<file path="src/rtl/mc_control_unit.sv">
// rtl/mc_control_unit.sv - multicycle FSM sequencing SimpleARM instructions
module mc_control_unit #(
    parameter int MUL_CYCLES = 4,
    parameter int ALUC_W     = 4
) (
    input  logic              clk,
    input  logic              reset,
    input  logic [1:0]        Op,
    input  logic [5:0]        Funct,
    input  logic [3:0]        Rd,
    input  logic              IsMul,
    input  logic              CondEx,
    input  logic              MemReady,
    output logic              IRWrite,
    output logic              AdrSrc,
    output logic              PCWrite,
    output logic              RegW,
    output logic              MemW,
    output logic              MemReq,
    output logic              LinkW,
    output logic              MulStart,
    output logic [1:0]        ALUSrcA,
    output logic [1:0]        ALUSrcB,
    output logic [1:0]        ResultSrc,
    output logic [1:0]        ImmSrc,
    output logic [1:0]        RegSrc,
    output logic [ALUC_W-1:0] ALUControl,
    output logic [3:0]        FlagW,
    output logic              Busy
);

    typedef enum logic [3:0] {
        S_FETCH, S_DECODE, S_MEMADR, S_MEMRD, S_MEMWB, S_MEMWR,
        S_EXEC_R, S_EXEC_I, S_MULT, S_ALUWB, S_BRANCH
    } state_t;

    localparam logic [ALUC_W-1:0] ALU_ADD  = ALUC_W'(4);
    localparam logic [3:0]        MUL_LOAD = 4'(MUL_CYCLES - 1);

    state_t     state, next;
    logic [3:0] mul_cnt;
    logic       mul_op;
    logic [3:0] dp_cmd;
    logic       is_cmp, is_tst, rd_pc;

    assign dp_cmd = Funct[4:1];
    assign is_cmp = (dp_cmd == 4'hA) || (dp_cmd == 4'hB);
    assign is_tst = (dp_cmd == 4'h8) || (dp_cmd == 4'h9);
    assign rd_pc  = (Rd == 4'hF);

    // mul_op remembers that ALUWB was reached through MULT, so it selects MulResult
    always_ff @(posedge clk or posedge reset) begin
        if (reset) begin
            state   <= S_FETCH;
            mul_cnt <= 4'd0;
            mul_op  <= 1'b0;
        end else begin
            state <= next;
            if (state == S_DECODE)
                mul_op <= (next == S_MULT);
            if (state == S_DECODE && next == S_MULT)
                mul_cnt <= MUL_LOAD;
            else if (state == S_MULT && mul_cnt != 4'd0)
                mul_cnt <= mul_cnt - 4'd1;
        end
    end

    always_comb begin
        next = state;
        case (state)
            S_FETCH:  next = MemReady ? S_DECODE : S_FETCH;
            S_DECODE: begin
                if (Op == 2'b01)     next = S_MEMADR;
                else if (Op == 2'b00)
                    next = IsMul ? S_MULT : (Funct[5] ? S_EXEC_I : S_EXEC_R);
                else                 next = S_BRANCH;
            end
            S_MEMADR: next = Funct[0] ? S_MEMRD : S_MEMWR;
            S_MEMRD:  next = MemReady ? S_MEMWB : S_MEMRD;
            S_MEMWB:  next = S_FETCH;
            S_MEMWR:  next = MemReady ? S_FETCH : S_MEMWR;
            S_EXEC_R: next = S_ALUWB;
            S_EXEC_I: next = S_ALUWB;
            S_MULT:   next = (mul_cnt == 4'd0) ? S_ALUWB : S_MULT;
            S_ALUWB:  next = S_FETCH;
            S_BRANCH: next = S_FETCH;
            default:  next = S_FETCH;
        endcase
    end

    always_comb begin
        IRWrite    = 1'b0;
        AdrSrc     = 1'b0;
        PCWrite    = 1'b0;
        RegW       = 1'b0;
        MemW       = 1'b0;
        MemReq     = 1'b0;
        LinkW      = 1'b0;
        MulStart   = 1'b0;
        ALUSrcA    = 2'b00;
        ALUSrcB    = 2'b00;
        ResultSrc  = 2'b00;
        ALUControl = ALU_ADD;
        FlagW      = 4'b0000;
        Busy       = (state != S_FETCH);
        ImmSrc     = 2'b00;
        RegSrc     = 2'b00;
        if (state != S_FETCH) begin
            ImmSrc = Op[1] ? 2'b10 : Op;
            RegSrc = {(Op == 2'b01) && !Funct[0], Op[1]};
        end
        case (state)
            S_FETCH: begin
                MemReq    = 1'b1;
                ALUSrcA   = 2'b01;
                ALUSrcB   = 2'b10;
                ResultSrc = 2'b10;
                // fetch strobes stay low while reset is held so no write escapes it
                IRWrite   = MemReady && !reset;
                PCWrite   = MemReady && !reset;
            end
            S_DECODE: begin
                ALUSrcA = 2'b01;
                ALUSrcB = 2'b10;
            end
            S_MEMADR: ALUSrcB = 2'b01;
            S_MEMRD: begin
                MemReq = 1'b1;
                AdrSrc = 1'b1;
            end
            S_MEMWB: begin
                ResultSrc = 2'b01;
                RegW      = CondEx && !rd_pc;
                PCWrite   = CondEx && rd_pc;
            end
            S_MEMWR: begin
                MemReq = 1'b1;
                AdrSrc = 1'b1;
                MemW   = CondEx;
            end
            S_EXEC_R, S_EXEC_I: begin
                ALUSrcB    = (state == S_EXEC_I) ? 2'b01 : 2'b00;
                ALUControl = ALUC_W'(dp_cmd);
                if (CondEx) begin
                    if (is_cmp)      FlagW = 4'b1111;
                    else if (is_tst) FlagW = 4'b1110;
                    else             FlagW = {{3{Funct[0]}}, 1'b0};
                end
            end
            S_MULT: MulStart = (mul_cnt == MUL_LOAD);
            S_ALUWB: begin
                ResultSrc = mul_op ? 2'b11 : 2'b00;
                if (mul_op || !(is_cmp || is_tst)) begin
                    RegW    = CondEx && !rd_pc;
                    PCWrite = CondEx && rd_pc;
                end
            end
            S_BRANCH: begin
                ALUSrcA   = 2'b10;
                ALUSrcB   = 2'b01;
                ResultSrc = 2'b10;
                PCWrite   = CondEx;
                LinkW     = CondEx && (Op == 2'b11);
            end
            default: ;
        endcase
    end

endmodule

</file>
<file path="config.mk">
export PLATFORM = sky130hd
export DESIGN_NAME = mc_control_unit
export DESIGN_NICKNAME = d
export VERILOG_FILES = /design/src/rtl/mc_control_unit.sv
export SDC_FILE = /design/constraint.sdc
export NUM_CORES = 1
export LEC_CHECK = 0
export CORE_MARGIN = 3
export CORE_UTILIZATION = 36
export CTS_CLUSTER_SIZE = 14
export DETAILED_ROUTE_END_ITERATION = 10
export PLACE_DENSITY = 0.76
export SKIP_LAST_GASP = 1
export SYNTH_ARGS = -nofsm -noshare
export SYNTH_HDL_FRONTEND = slang
export SYNTH_SLANG_ARGS = --single-unit
</file>
<file path="constraint.sdc">
create_clock -name clk -period 1.4 [get_ports clk]
set_input_delay 0.14 -clock clk [delete_from_list [all_inputs] [get_ports clk]]
set_output_delay 0.14 -clock clk [all_outputs]
set_load 0.02 [all_outputs]
</file>
# Word-level counts from Yosys, hierarchy flattened
# Cells that the tools add are included.
[classes] n_addsub=1 mux=35 eq_ne=19 n_reduce_logical=27
[op_table] cell="4-bit 2-to-1 mux" n=10
[op_table] cell="4-bit equality test, second input constant" n=9
[op_table] cell="4-bit case mux with 7 select lines" n=1
[op_table] cell="4-bit by 3-bit equality test with 1-bit output, second input constant" n=4
[op_table] cell="4-bit by 2-bit equality test with 1-bit output, second input constant" n=3
[op_table] cell="1-bit 2-to-1 mux" n=12
[op_table] cell="2-bit case mux with 3 select lines" n=2
[op_table] cell="2-bit OR reduction" n=5
[op_table] cell="3-bit 2-to-1 mux" n=3
[op_table] cell="4-bit zero test" n=2
[op_table] cell="2-bit 2-to-1 mux" n=4
[op_table] cell="4-bit nonzero test" n=2
[op_table] cell="1-bit logical AND" n=7
[op_table] cell="4-bit by 1-bit equality test with 1-bit output, second input constant" n=1
[op_table] cell="1-bit zero test" n=4
[op_table] cell="1-bit logical OR" n=4
[op_table] cell="1-bit case mux with 4 select lines" n=1
[op_table] cell="2-bit case mux with 2 select lines" n=1
[op_table] cell="4-bit by 1-bit subtractor with 4-bit output, second input constant" n=1
[op_table] cell="3-bit OR reduction" n=1
[op_table] cell="2-bit by 1-bit equality test with 1-bit output, second input constant" n=1
[op_table] cell="2-bit equality test, second input constant" n=1
[op_table] cell="2-bit zero test" n=1
[op_table] cell="1-bit case mux with 2 select lines" n=1
[op_table] cell="2-bit nonzero test" n=1
[word_totals] elab_cells=85 in_bits=17 output_inout_bits=27 reg_bits=9

# Logic depth before layout (Yosys ltp)
[logic_depth] word_depth=8 depth_mapped=6 mapped_depth_nobuf=6

# Worst setup path before layout
# No wires, ideal clock.
[synth_path] path_kind="register to output" from="register state[2]" to="output PCWrite" stages_incl_launch_ff=5 t_required_ns=1.260 n_path_buf=0 path_slack_ns=-0.419 arrival_ns=1.679 cell_sequence="dfrtp_1 or4_4 nor3_2 a21oi_1 o21ai_0"
[synth_via] elab_chain_len=2 word_cells_on_any_way=5 classes_between="eq/ne: 3; mux: 1; reduce/logical: 1"
[synth_lines] element="start, declared" line_no="40" source="state_t state, next;"
[synth_lines] element="start signal, assigned" line_no="58" source="state <= next;"
[synth_lines] element="4-bit equality test, or another cell as far along" line_no="112" source="case (state)"
[synth_lines] element="1-bit case mux with 4 select lines (*)" line_no="112"
[synth_lines] element="end, declared" line_no="16" source="output logic PCWrite,"
# Every way passes the cells marked *; elsewhere a longest branch is shown, timed or not.

# Final worst setup path
[layout_path] from="register state[1]" to="output RegSrc[1]"
[layout_via] elab_chain_len=2
[layout_lines] element="4-bit nonzero test" line_no="108" source="if (state != S_FETCH) begin"
[layout_lines] element="2-bit 2-to-1 mux" line_no="108"
[layout_lines] element="end, declared" line_no="26" source="output logic [1:0] RegSrc,"
# No other way between the ends.

==> summary.md <==
| Metric | Value |
|---|---|
| Outcome | `complete, but fails checks` |
| Violated checks | `setup timing` |
| Post-DP HPWL | `around 2400 um` |
| FILL cells | `148` |
| Clk_lat worst skew | `0.27 ns` |
| Via count | `between 1000 and 1500` |
| Placed cell count | `between 200 and 250` |
| Slew HR | `0.7430` |
| Hold/Removal Path Class | `in -> async` |
| RR Endpoint | `mul_cnt[0]` |
| Warnings from Yosys | `0` |
| Multi-input gate area | `~750 um2` |
| Register area | `between 200 and 250 um2` |
| Cell Pwr Density | `roughly 1900 nW/um2` |
| Worst-path cell chain | `or4_4 > nor3b_4 > nor2b_4 > buf_6` |
| Final Max Slew Viols | `0` |
| P_leak | `about 0.85 nW` |
| RSZ-0062 raised after global routing | `true` |
| Final WL | `~3600 um` |
| Fmax | `roughly 0.55 GHz` |
| Worst path bufs/invs | `1` |
| Die Wd | `around 56 um` |
| CTS clk-pin slew, worst paths | `about 0.070 ns` |
| Min cycle time layout | `roughly 1.8 ns` |
| Critical path required time | `around 1.3 ns` |
| Worst hold margin | `between 0.2 and 0.3 ns` |
| Layout Cells excl Fill | `roughly 220` |
| Post-synthesis cell type count | `37` |
| TritonCTS clock tree | `built` |
| Critical-path top delay cell | `or4_4` |
| Area of the mapped netlist | `882.1 um2` |
| Pin count of the biggest net entering global routing | `15` |
| Number of DRC markers in iteration 0 | `36` |
| Layout area overhead | `106.2%` |
| Synthesized flop and latch total | `9` |
| Top delay family on crit path | `simple AND/OR/NAND/NOR gates` |
| Syn_area_per_cell | `7.539 um2` |
| Commonest non-fill, non-tap cell in the layout | `buf_4` |
| Total Die Area | `3080 um2` |
| Reg-to-reg startpoint | `state[2]` |
| H-tree depth | `1` |
| R2r setup slk | `-0.16 ns` |
| Final setup vio count | `32` |
| Worst r2r path cells | `7` |
| Layout cell share with drive strength beyond 1 | `0.5000` |
| WP data arrival | `1.68 ns` |
| Num CTS Buffers | `3` |
| CP max FO | `5` |
| Final setup margin | `-0.4185 ns` |
| Setup crit end | `RegSrc[1]` |
| Clk root buf | `clkbuf_4` |
| Routability Congestion | `just over 0.8` |
| Sequential share of the synthesized area | `0.2553` |
| CP Capture Type | `primary output` |
| Initial antenna violation count | `0` |
| N_diodes | `0` |
| Power Total | `between 3 and 4 mW` |
| Gr usage total | `0.2136` |
| Die height | `roughly 56 um` |
| Final ANT Viol Nets | `0` |
| Post-synth top flop | `dfrtp_1` |
| WS Path Type | `reg -> out` |
| Wire length per cell | `~16 um` |
| Worst VDD drop | `around 1.3 mV` |
| Max_cap viols | `0` |
| First-pass iteration count of the detailed router | `4` |
| Core ar. | `around 2300 um2` |
| Total grt overflow | `0` |
| Residual DRC count | `0` |
| Count of input and output buffers | `43` |
| Global-route wire length before repair | `around 5400 um` |
| Vias in the first global route | `1146` |
| Worst-case clock buffer depth | `2` |
| Clk_skew | `0.001217 ns` |
| CP max stage delay | `between 0.5 and 0.6 ns` |
| Starting density of the core | `0.3876` |
| WP depth | `4` |
| Final cycle utilization of the critical path | `1.299` |
| Io pins | `44` |
| Nets | `around 220` |
| Syn nets | `around 140` |
| Async set or reset register ratio after synthesis | `1.000` |
| Most frequent cells in the layout | `buf_4, clkdlybuf4s50_1, buf_6` |
| Count of flip-flops with a built-in enable after synthesis | `0` |
| Final hold violations | `0` |
| Gate Count Post-Synth | `roughly 120` |
| Slew @ Worst Pin | `a little under 0.4 ns` |
| Clock Sinks | `9` |
| Avg Vias per Cell | `~5.4` |
| Startpoint types | `flip-flop` |
| CP Launch Point | `state[1]` |
| Row count | `17` |
[how the worst min path moves through the flow]
stage                 endpoint  depth (start not counted)    from  slack, ns
detailed placement      mul_op                          2  mul_op       0.50
global route          state[3]                          2   reset       0.29
global placement        mul_op                          2  mul_op       0.50
floorplan           mul_cnt[0]                          1   reset      -0.03
finish                state[3]                          2   reset       0.26
CTS                   state[3]                          2   reset       0.27
[where the power goes]
| group | internal [mW] | leakage (nW) | switching, mW |
|---|---|---|---|
| clock | 0.110 | 0.0150 | 0.101 |
| sequential | 0.373 | 0.113 | 0.0874 |
| combinational | 1.41 | 0.723 | 1.38 |
| total | 1.90 | 0.851 | 1.57 |
[Yosys cell counts (all sizes together), types with 5 or more instances]
master  instances  area share
nor2           17       0.072
nor3            5       0.034
and2            5       0.035
inv             6       0.026
nor2b           6       0.043
nand2b          5       0.035
o21ai           5       0.028
buf             8       0.057
nand2          11       0.047
dfrtp           9        0.26
[through the flow]
step	utilization	setup WS [ns]	setup TNS [ns]	cell area [um2]
floorplan	-	-0.2429	-0.9622	934.6
global placement	0.6795	-0.5274	-10.32	1546
detailed placement	0.6795	-0.5689	-11.30	1546
CTS	0.7361	-0.3858	-6.653	1675
global route	0.7993	-0.4643	-10.62	1819
finish	0.7993	-0.4185	-8.572	1819
[registers in the layout, summed over array words and instances (netlist names)]
name / count
mul_cnt: 4
mul_op: 1
state: 4
[cells by family after synthesis]
family,Yosys count,synth area share
compound gates,19,0.1404
fa+ha+maj,3,0.04256
buf+inv,15,0.08652
flops,9,0.2553
xor+xnor,2,0.01986
mux,3,0.03404
simple gates,66,0.4213
[layout make-up]
type	instances	share of cell area
Timing Repair Buffer	84	0.4161
Multi-Input combinational cell	93	0.4140
Sequential cell	9	0.1238
Tap cell	28	0.01926
Clock buffer	4	0.01444
Inverter	6	0.01238
[timing repair]
item                       CTS  global route
hold endpoints to repair     0             0
pin swaps                    4             7
hold buffers                 0             0
gates resized for setup    135            22
buffers inserted             9             5
setup endpoints to repair   32            33
[per-layer routing]
metal | share of wire | wire (um) | vias up | global-route usage
met5 | 0 | 0 | - | 0
met4 | 0.028 | 101 | 0 | 0.06944
met3 | 0.075 | 270 | 10 | 0.04206
met2 | 0.51 | 1845 | 65 | 0.3801
met1 | 0.39 | 1388 | 576 | 0.2539
li1 | - | - | 565 | -
No activity file was read; power rests on OpenSTA's default activity.
